[src/rtl/mosaic_pkg.sv]
// Shared constants, FSM state encoding and Bayer channel selection for the mosaic readout.
package mosaic_pkg;

  localparam int unsigned IMG_W   = 128;
  localparam int unsigned IMG_H   = 128;
  localparam int unsigned ADDR_W  = 14;
  localparam int unsigned PIX_W   = 8;
  localparam int unsigned COL_W   = $clog2(IMG_W);
  localparam int unsigned NUM_PIX = IMG_W * IMG_H;

  localparam logic [ADDR_W-1:0] LAST_ADDR = ADDR_W'(NUM_PIX - 1);

  typedef enum logic [2:0] {
    StIdle,
    StFill,
    StStream,
    StDrain,
    StDone
  } state_e;

  typedef enum logic [1:0] {
    CH_R,
    CH_G,
    CH_B
  } chan_e;

  // Row parity is the LSB of the row field, column parity the LSB of the address.
  function automatic chan_e chan_sel(input logic [ADDR_W-1:0] addr);
    logic row_odd;
    logic col_odd;
    row_odd = addr[COL_W];
    col_odd = addr[0];
    if (!row_odd && col_odd) begin
      return CH_R;
    end else if (row_odd && !col_odd) begin
      return CH_B;
    end else begin
      return CH_G;
    end
  endfunction

endpackage

[src/rtl/mosaic_skid.sv]
// Output register plus one-entry skid buffer; the skid entry absorbs a read returning during a stall.
module mosaic_skid
  import mosaic_pkg::*;
(
  input  logic             clk,
  input  logic             reset,
  input  logic             in_valid,
  output logic             in_ready,
  input  logic [PIX_W-1:0] in_data,
  output logic             out_valid,
  input  logic             out_ready,
  output logic [PIX_W-1:0] out_data
);

  logic [PIX_W-1:0] out_q;
  logic [PIX_W-1:0] skid_q;
  logic             out_v_q;
  logic             skid_v_q;
  logic             pop;

  assign pop = out_ready || !out_v_q;

  always_ff @(posedge clk or posedge reset) begin
    if (reset) begin
      out_q    <= '0;
      skid_q   <= '0;
      out_v_q  <= 1'b0;
      skid_v_q <= 1'b0;
    end else if (pop) begin
      // The skid entry is older than anything on in_data, so it goes out first.
      if (skid_v_q) begin
        out_q    <= skid_q;
        out_v_q  <= 1'b1;
        skid_v_q <= 1'b0;
      end else begin
        out_v_q <= in_valid;
        if (in_valid) begin
          out_q <= in_data;
        end
      end
    end else if (in_valid && !skid_v_q) begin
      skid_q   <= in_data;
      skid_v_q <= 1'b1;
    end
  end

  assign in_ready  = !skid_v_q;
  assign out_valid = out_v_q;
  assign out_data  = out_q;

endmodule

[src/rtl/mosaic.sv]
// Reads a 128x128 RGB frame from three memories and streams it out as a Bayer mosaic in raster order.
module mosaic
  import mosaic_pkg::*;
(
  input  logic              clk,
  input  logic              reset,
  input  logic              start,
  output logic [ADDR_W-1:0] addr_r,
  output logic [ADDR_W-1:0] addr_g,
  output logic [ADDR_W-1:0] addr_b,
  input  logic [PIX_W-1:0]  rdata_r,
  input  logic [PIX_W-1:0]  rdata_g,
  input  logic [PIX_W-1:0]  rdata_b,
  output logic              out_valid,
  input  logic              out_ready,
  output logic [PIX_W-1:0]  data_out,
  output logic              done
);

  state_e            state_q, state_d;
  logic [ADDR_W-1:0] addr_q, addr_d;
  chan_e             ch_q, ch_d;
  logic              rd_vld_q, rd_vld_d;
  logic              sk_in_ready;
  logic              accept;
  logic [2:0]        occ_next;
  logic              adv;
  logic [PIX_W-1:0]  rd_pix;

  assign accept = out_valid && out_ready;

  // Entries held by output register and skid after this edge; a new read may only complete
  // next cycle if at least one entry is guaranteed free for it.
  assign occ_next = {2'b0, out_valid} + {2'b0, !sk_in_ready} + {2'b0, rd_vld_q} - {2'b0, accept};
  assign adv      = occ_next <= 3'd1;

  always_comb begin
    state_d  = state_q;
    addr_d   = addr_q;
    ch_d     = ch_q;
    rd_vld_d = 1'b0;
    unique case (state_q)
      StIdle, StDone: begin
        if (start) begin
          state_d = StFill;
          addr_d  = '0;
        end
      end
      StFill: begin
        state_d = StStream;
      end
      StStream: begin
        // While stalled the address holds, so the memory keeps re-reading it harmlessly.
        if (adv) begin
          rd_vld_d = 1'b1;
          ch_d     = chan_sel(addr_q);
          if (addr_q == LAST_ADDR) begin
            state_d = StDrain;
          end else begin
            addr_d = addr_q + 1'b1;
          end
        end
      end
      StDrain: begin
        if (accept && sk_in_ready && !rd_vld_q) begin
          state_d = StDone;
        end
      end
      default: state_d = StIdle;
    endcase
  end

  always_ff @(posedge clk or posedge reset) begin
    if (reset) begin
      state_q  <= StIdle;
      addr_q   <= '0;
      ch_q     <= CH_G;
      rd_vld_q <= 1'b0;
    end else begin
      state_q  <= state_d;
      addr_q   <= addr_d;
      ch_q     <= ch_d;
      rd_vld_q <= rd_vld_d;
    end
  end

  always_comb begin
    case (ch_q)
      CH_R:    rd_pix = rdata_r;
      CH_B:    rd_pix = rdata_b;
      default: rd_pix = rdata_g;
    endcase
  end

  mosaic_skid u_skid (
    .clk       (clk),
    .reset     (reset),
    .in_valid  (rd_vld_q),
    .in_ready  (sk_in_ready),
    .in_data   (rd_pix),
    .out_valid (out_valid),
    .out_ready (out_ready),
    .out_data  (data_out)
  );

  assign addr_r = addr_q;
  assign addr_g = addr_q;
  assign addr_b = addr_q;
  assign done   = state_q == StDone;

endmodule

[config.mk]
export PLATFORM = sky130hd
export DESIGN_NAME = mosaic
export DESIGN_NICKNAME = d
export VERILOG_FILES = /design/src/rtl/mosaic_pkg.sv /design/src/rtl/mosaic_skid.sv /design/src/rtl/mosaic.sv
export SDC_FILE = /design/constraint.sdc
export NUM_CORES = 1
export LEC_CHECK = 0
export BUFFER_PORTS_ARGS = -buffer_cell sky130_fd_sc_hd__buf_2
export CAP_MARGIN = 20
export CORE_ASPECT_RATIO = 0.9
export CORE_MARGIN = 5
export CORE_UTILIZATION = 45
export CTS_CLUSTER_SIZE = 24
export DETAILED_ROUTE_END_ITERATION = 7
export GPL_ROUTABILITY_DRIVEN = 1
export PLACE_DENSITY = 0.72
export RECOVER_POWER = 50
export SYNTH_ARGS = -nofsm -noshare
export SYNTH_HDL_FRONTEND = slang
export SYNTH_HIERARCHICAL = 1
export SYNTH_SLANG_ARGS = --single-unit
[constraint.sdc]
create_clock -name clk -period 7.2 [get_ports clk]
set_input_delay 0.36 -clock clk [delete_from_list [all_inputs] [get_ports clk]]
set_output_delay 0.36 -clock clk [all_outputs]
set_load 0.03 [all_outputs]
==> flow_summary.yaml <==
routing:
  wl_per_cell_um: 14.7
  route.vias.total: 1942
  drtIter0Drc: 139
  detail_route.wirelength_um: 5330
  postRouteAntennaNets: 0
  post_drt_via_cell_ratio: 5.36
  final_routed_drc_violation_total: 0
  first_pass_iters: 4
cts:
  cts-buffers-inserted: 5
  clock_insertion_delay_worst_skew_ns: 0.29
  cts.clk_slew.worst_paths_ns: 0.08
  cts_post_setup_buffers_inserted: 0
  cts-hold-fix-buffers: 0
  cts-resized-gates: 0
  cts_tree: "built"
  cts_root_buf: "sky130_fd_sc_hd__clkbuf_8"
  cts-root-to-sink-buffers: 2
  cts_sinks: 38
  htreeDepth: 2
worst_setup_path:
  crit_slowest_cell: "sky130_fd_sc_hd__a32oi_1"
  crit_type: "reg2reg"
  timing.critical_path.from_type: "flop"
  worst_path_dominant_cell_family: "compound AO/OA/AOI/OAI gates"
  critPathMaxFanout: 12
  setup.worst_path.end_class: "flop"
  critical_path_required_ns: 7.41
  critical_path.n_buffers_inverters: 0
  worst_path_largest_cell_delay_ns: 0.86
  path_cells: "and2_1, ha_1, fa_1, ha_1, a32oi_1, nor2_1, a31oi_1"
  cell_mode_on_critical_path: "sky130_fd_sc_hd__ha_1"
  cp_data_arrival_time_ns: 3.12
die:
  floorplan.initialDensity: 0.461
  die_h_um: 79.6
  core_region_area_um2: 5260
  design.die.area_um2: 6960
  die_x_extent_um: 87.4
  pin_count: 80
  rows: 25
power:
  total_power_mw: 1.44
  power.density_cell_area_nw_per_um2: 536
  ir_worst_vdd_v: 0.000266
  total_leakage_power_nw: 1.22
final_layout:
  multiInputGateArea_um2: 1160
  nNetsFinal: 328
  final_cell_area_um2: 2690
  area_growth_syn_to_layout_pct: 10.9
  drive_gt1_frac: 0.315
  seqCellArea_um2: 952
  antenna_cells_inserted: 0
  final.fill_count: 481
grt:
  global_route_wire_length_before_repair_um: 8790
  grt_overflow: 0
  first_global_vias: 1805
  antenna_found_initial: 0
  globalRouteTotalUtil: 0.158
  maximum_number_of_pins_on_one_net_before_global_route_repair: 21
logic_synthesis:
  primary_flip_flop_cell_chosen_by_synthesis_mapping: "sky130_fd_sc_hd__dfrtp_1"
  synth.lib_cells_used.distinct: 50
  synth_nets: 279
  synth_largest_area_cell: "sky130_fd_sc_hd__dfrtp_1"
  synth-seq-cells: 38
  synth-seq-area-share: 0.393
  syn-cell-area_um2: 2420
  number_of_synthesized_flops_with_an_enable_pin: 0
  synthTopCellsByArea: "sky130_fd_sc_hd__dfrtp_1, sky130_fd_sc_hd__mux2_2, sky130_fd_sc_hd__buf_4"
  syn_area_per_cell_um2: 9.86
  synth_top_area_share: 0.382
  share_of_synthesized_registers_carrying_an_async_set_or_reset: 1.00
  ys_warn_count: 6
  post_synth_inst_count: 246
outcome:
  status: "completed"
timing:
  relSlewSlack: 0.304
  final_critical_path_setup_slack_ns: 4.30
  final_hold_vio_count: 0
  worst_max_slew_pin_slew_ns: 1.04
  post-route-period-util: 0.403
  fmax_mhz: 344
  final_max_slew_violation_count: 0
  setup_repair_after_global_routing_missed_its_margin: "no"
  finalHoldWorstSlack_ns: 0.168
  finalSetupTns_ns: 0
  final_period_minus_worst_setup_slack_ns: 2.90
  timing.final.setup_violations: 0
  fin_skew_ns: 0.00851
placement:
  io_buffer_count: 79
  detailedPlace.worstSlack_ns: 4.30
  placement.cell_area_um2: 2640
  replace_congestion: 0.844
  detailedPlacementHpwl_um: 3930
min_path:
  timing.hold.worst.class: "in2async"
job:
  cap_violations: 0
-- stage by stage --
stage               cells  utilization
CTS                   362        0.517
detailed placement    355        0.502
global placement      355        0.502
global route          362        0.512
finish                362        0.512
floorplan             246            -
-- routing by layer --
metal | global-route usage | routed length [um] | vias up
li1 | - | - | 956
met2 | 0.242 | 2500 | 54
met4 | 0.0368 | 51 | 0
met5 | 0 | 0 | -
met3 | 0.0423 | 319 | 5
met1 | 0.223 | 2460 | 927
-- registers in the layout, summed over array words and instances, names as in the netlist --
signal,count
addr_b,14
ch_q,2
rd_vld_q,1
state_q,3
u_skid/out_data,8
u_skid/out_valid,1
u_skid/skid_q,8
u_skid/skid_v_q,1
-- cell usage after synthesis, types with 2 or more instances --
cell / number
sky130_fd_sc_hd__a21o_1: 2
sky130_fd_sc_hd__nor3b_4: 2
sky130_fd_sc_hd__inv_1: 12
sky130_fd_sc_hd__nor2_1: 7
sky130_fd_sc_hd__and3_1: 2
sky130_fd_sc_hd__o21ai_0: 15
sky130_fd_sc_hd__mux2i_1: 8
sky130_fd_sc_hd__o211ai_1: 7
sky130_fd_sc_hd__clkbuf_1: 4
sky130_fd_sc_hd__ha_1: 4
sky130_fd_sc_hd__or3_1: 3
sky130_fd_sc_hd__o21ai_1: 5
sky130_fd_sc_hd__buf_4: 28
sky130_fd_sc_hd__dfrtp_1: 37
sky130_fd_sc_hd__and4_1: 2
sky130_fd_sc_hd__a31oi_1: 2
sky130_fd_sc_hd__nand2_1: 24
sky130_fd_sc_hd__nor3_1: 6
sky130_fd_sc_hd__nand4_1: 3
sky130_fd_sc_hd__nand3_1: 13
sky130_fd_sc_hd__buf_2: 3
sky130_fd_sc_hd__mux2_2: 24
sky130_fd_sc_hd__a21oi_1: 2
sky130_fd_sc_hd__or4_1: 5
-- logic make-up (layout without fill, tap and decap cells) --
logic type | Yosys count | in the layout | synth area share
AND/OR/NAND/NOR | 75 | 75 | 0.179
AO/OA/AOI/OAI | 46 | 46 | 0.126
buffers and inverters | 50 | 99 | 0.129
multiplexers | 32 | 32 | 0.144
flip-flops | 38 | 38 | 0.393
adder cells (fa/ha/maj) | 5 | 5 | 0.0289
-- final cells by class --
class	instances	area share
multi-input cells	158	0.431
flip-flops and latches	38	0.354
repair buffers	79	0.136
well taps	67	0.0312
clock buffers	5	0.0256
inverters	13	0.0181
clock inverters	2	0.00372
-- where the power goes --
part	total, mW	internal [mW]	switching, mW
registers	0.466	0.316	0.150
logic	0.836	0.297	0.539
clock network	0.138	0.0650	0.0729
-- cell usage in the layout, fill, tap and decap left out, types with 2 or more instances in the layout --
cell                       count
sky130_fd_sc_hd__o21ai_0      15
sky130_fd_sc_hd__o211ai_1      7
sky130_fd_sc_hd__or4_1         5
sky130_fd_sc_hd__clkbuf_8      5
sky130_fd_sc_hd__clkinv_2      2
sky130_fd_sc_hd__nand2_1      24
sky130_fd_sc_hd__or3_1         3
sky130_fd_sc_hd__dfrtp_1      37
sky130_fd_sc_hd__mux2_2       24
sky130_fd_sc_hd__mux2i_1       8
sky130_fd_sc_hd__nor3b_4       2
sky130_fd_sc_hd__ha_1          4
sky130_fd_sc_hd__clkbuf_1     24
sky130_fd_sc_hd__a21oi_1       2
sky130_fd_sc_hd__nor3_1        6
sky130_fd_sc_hd__o21ai_1       5
sky130_fd_sc_hd__a31oi_1       2
sky130_fd_sc_hd__buf_2        55
sky130_fd_sc_hd__and4_1        2
sky130_fd_sc_hd__nor2_1        7
sky130_fd_sc_hd__and3_1        2
sky130_fd_sc_hd__nand4_1       3
sky130_fd_sc_hd__a21o_1        2
sky130_fd_sc_hd__inv_1        12
sky130_fd_sc_hd__nand3_1      13
-- final timing paths --
check                                    from                 end  depth (start not counted)  slack [ns]
setup / recovery             u_skid/out_valid           addr_b[9]                          7        4.30
min in group clk                        start          state_q[2]                          2        0.30
max in group asynchronous               reset          addr_b[10]                          2        6.48
hold reg to reg            u_skid/out_data[6]  u_skid/out_data[6]                          1        0.51
hold / removal                          reset    u_skid/skid_q[7]                          2        0.17
setup reg to reg             u_skid/out_valid           addr_b[9]                          7        4.30
Note: power is estimated with default switching activity, not from simulation.
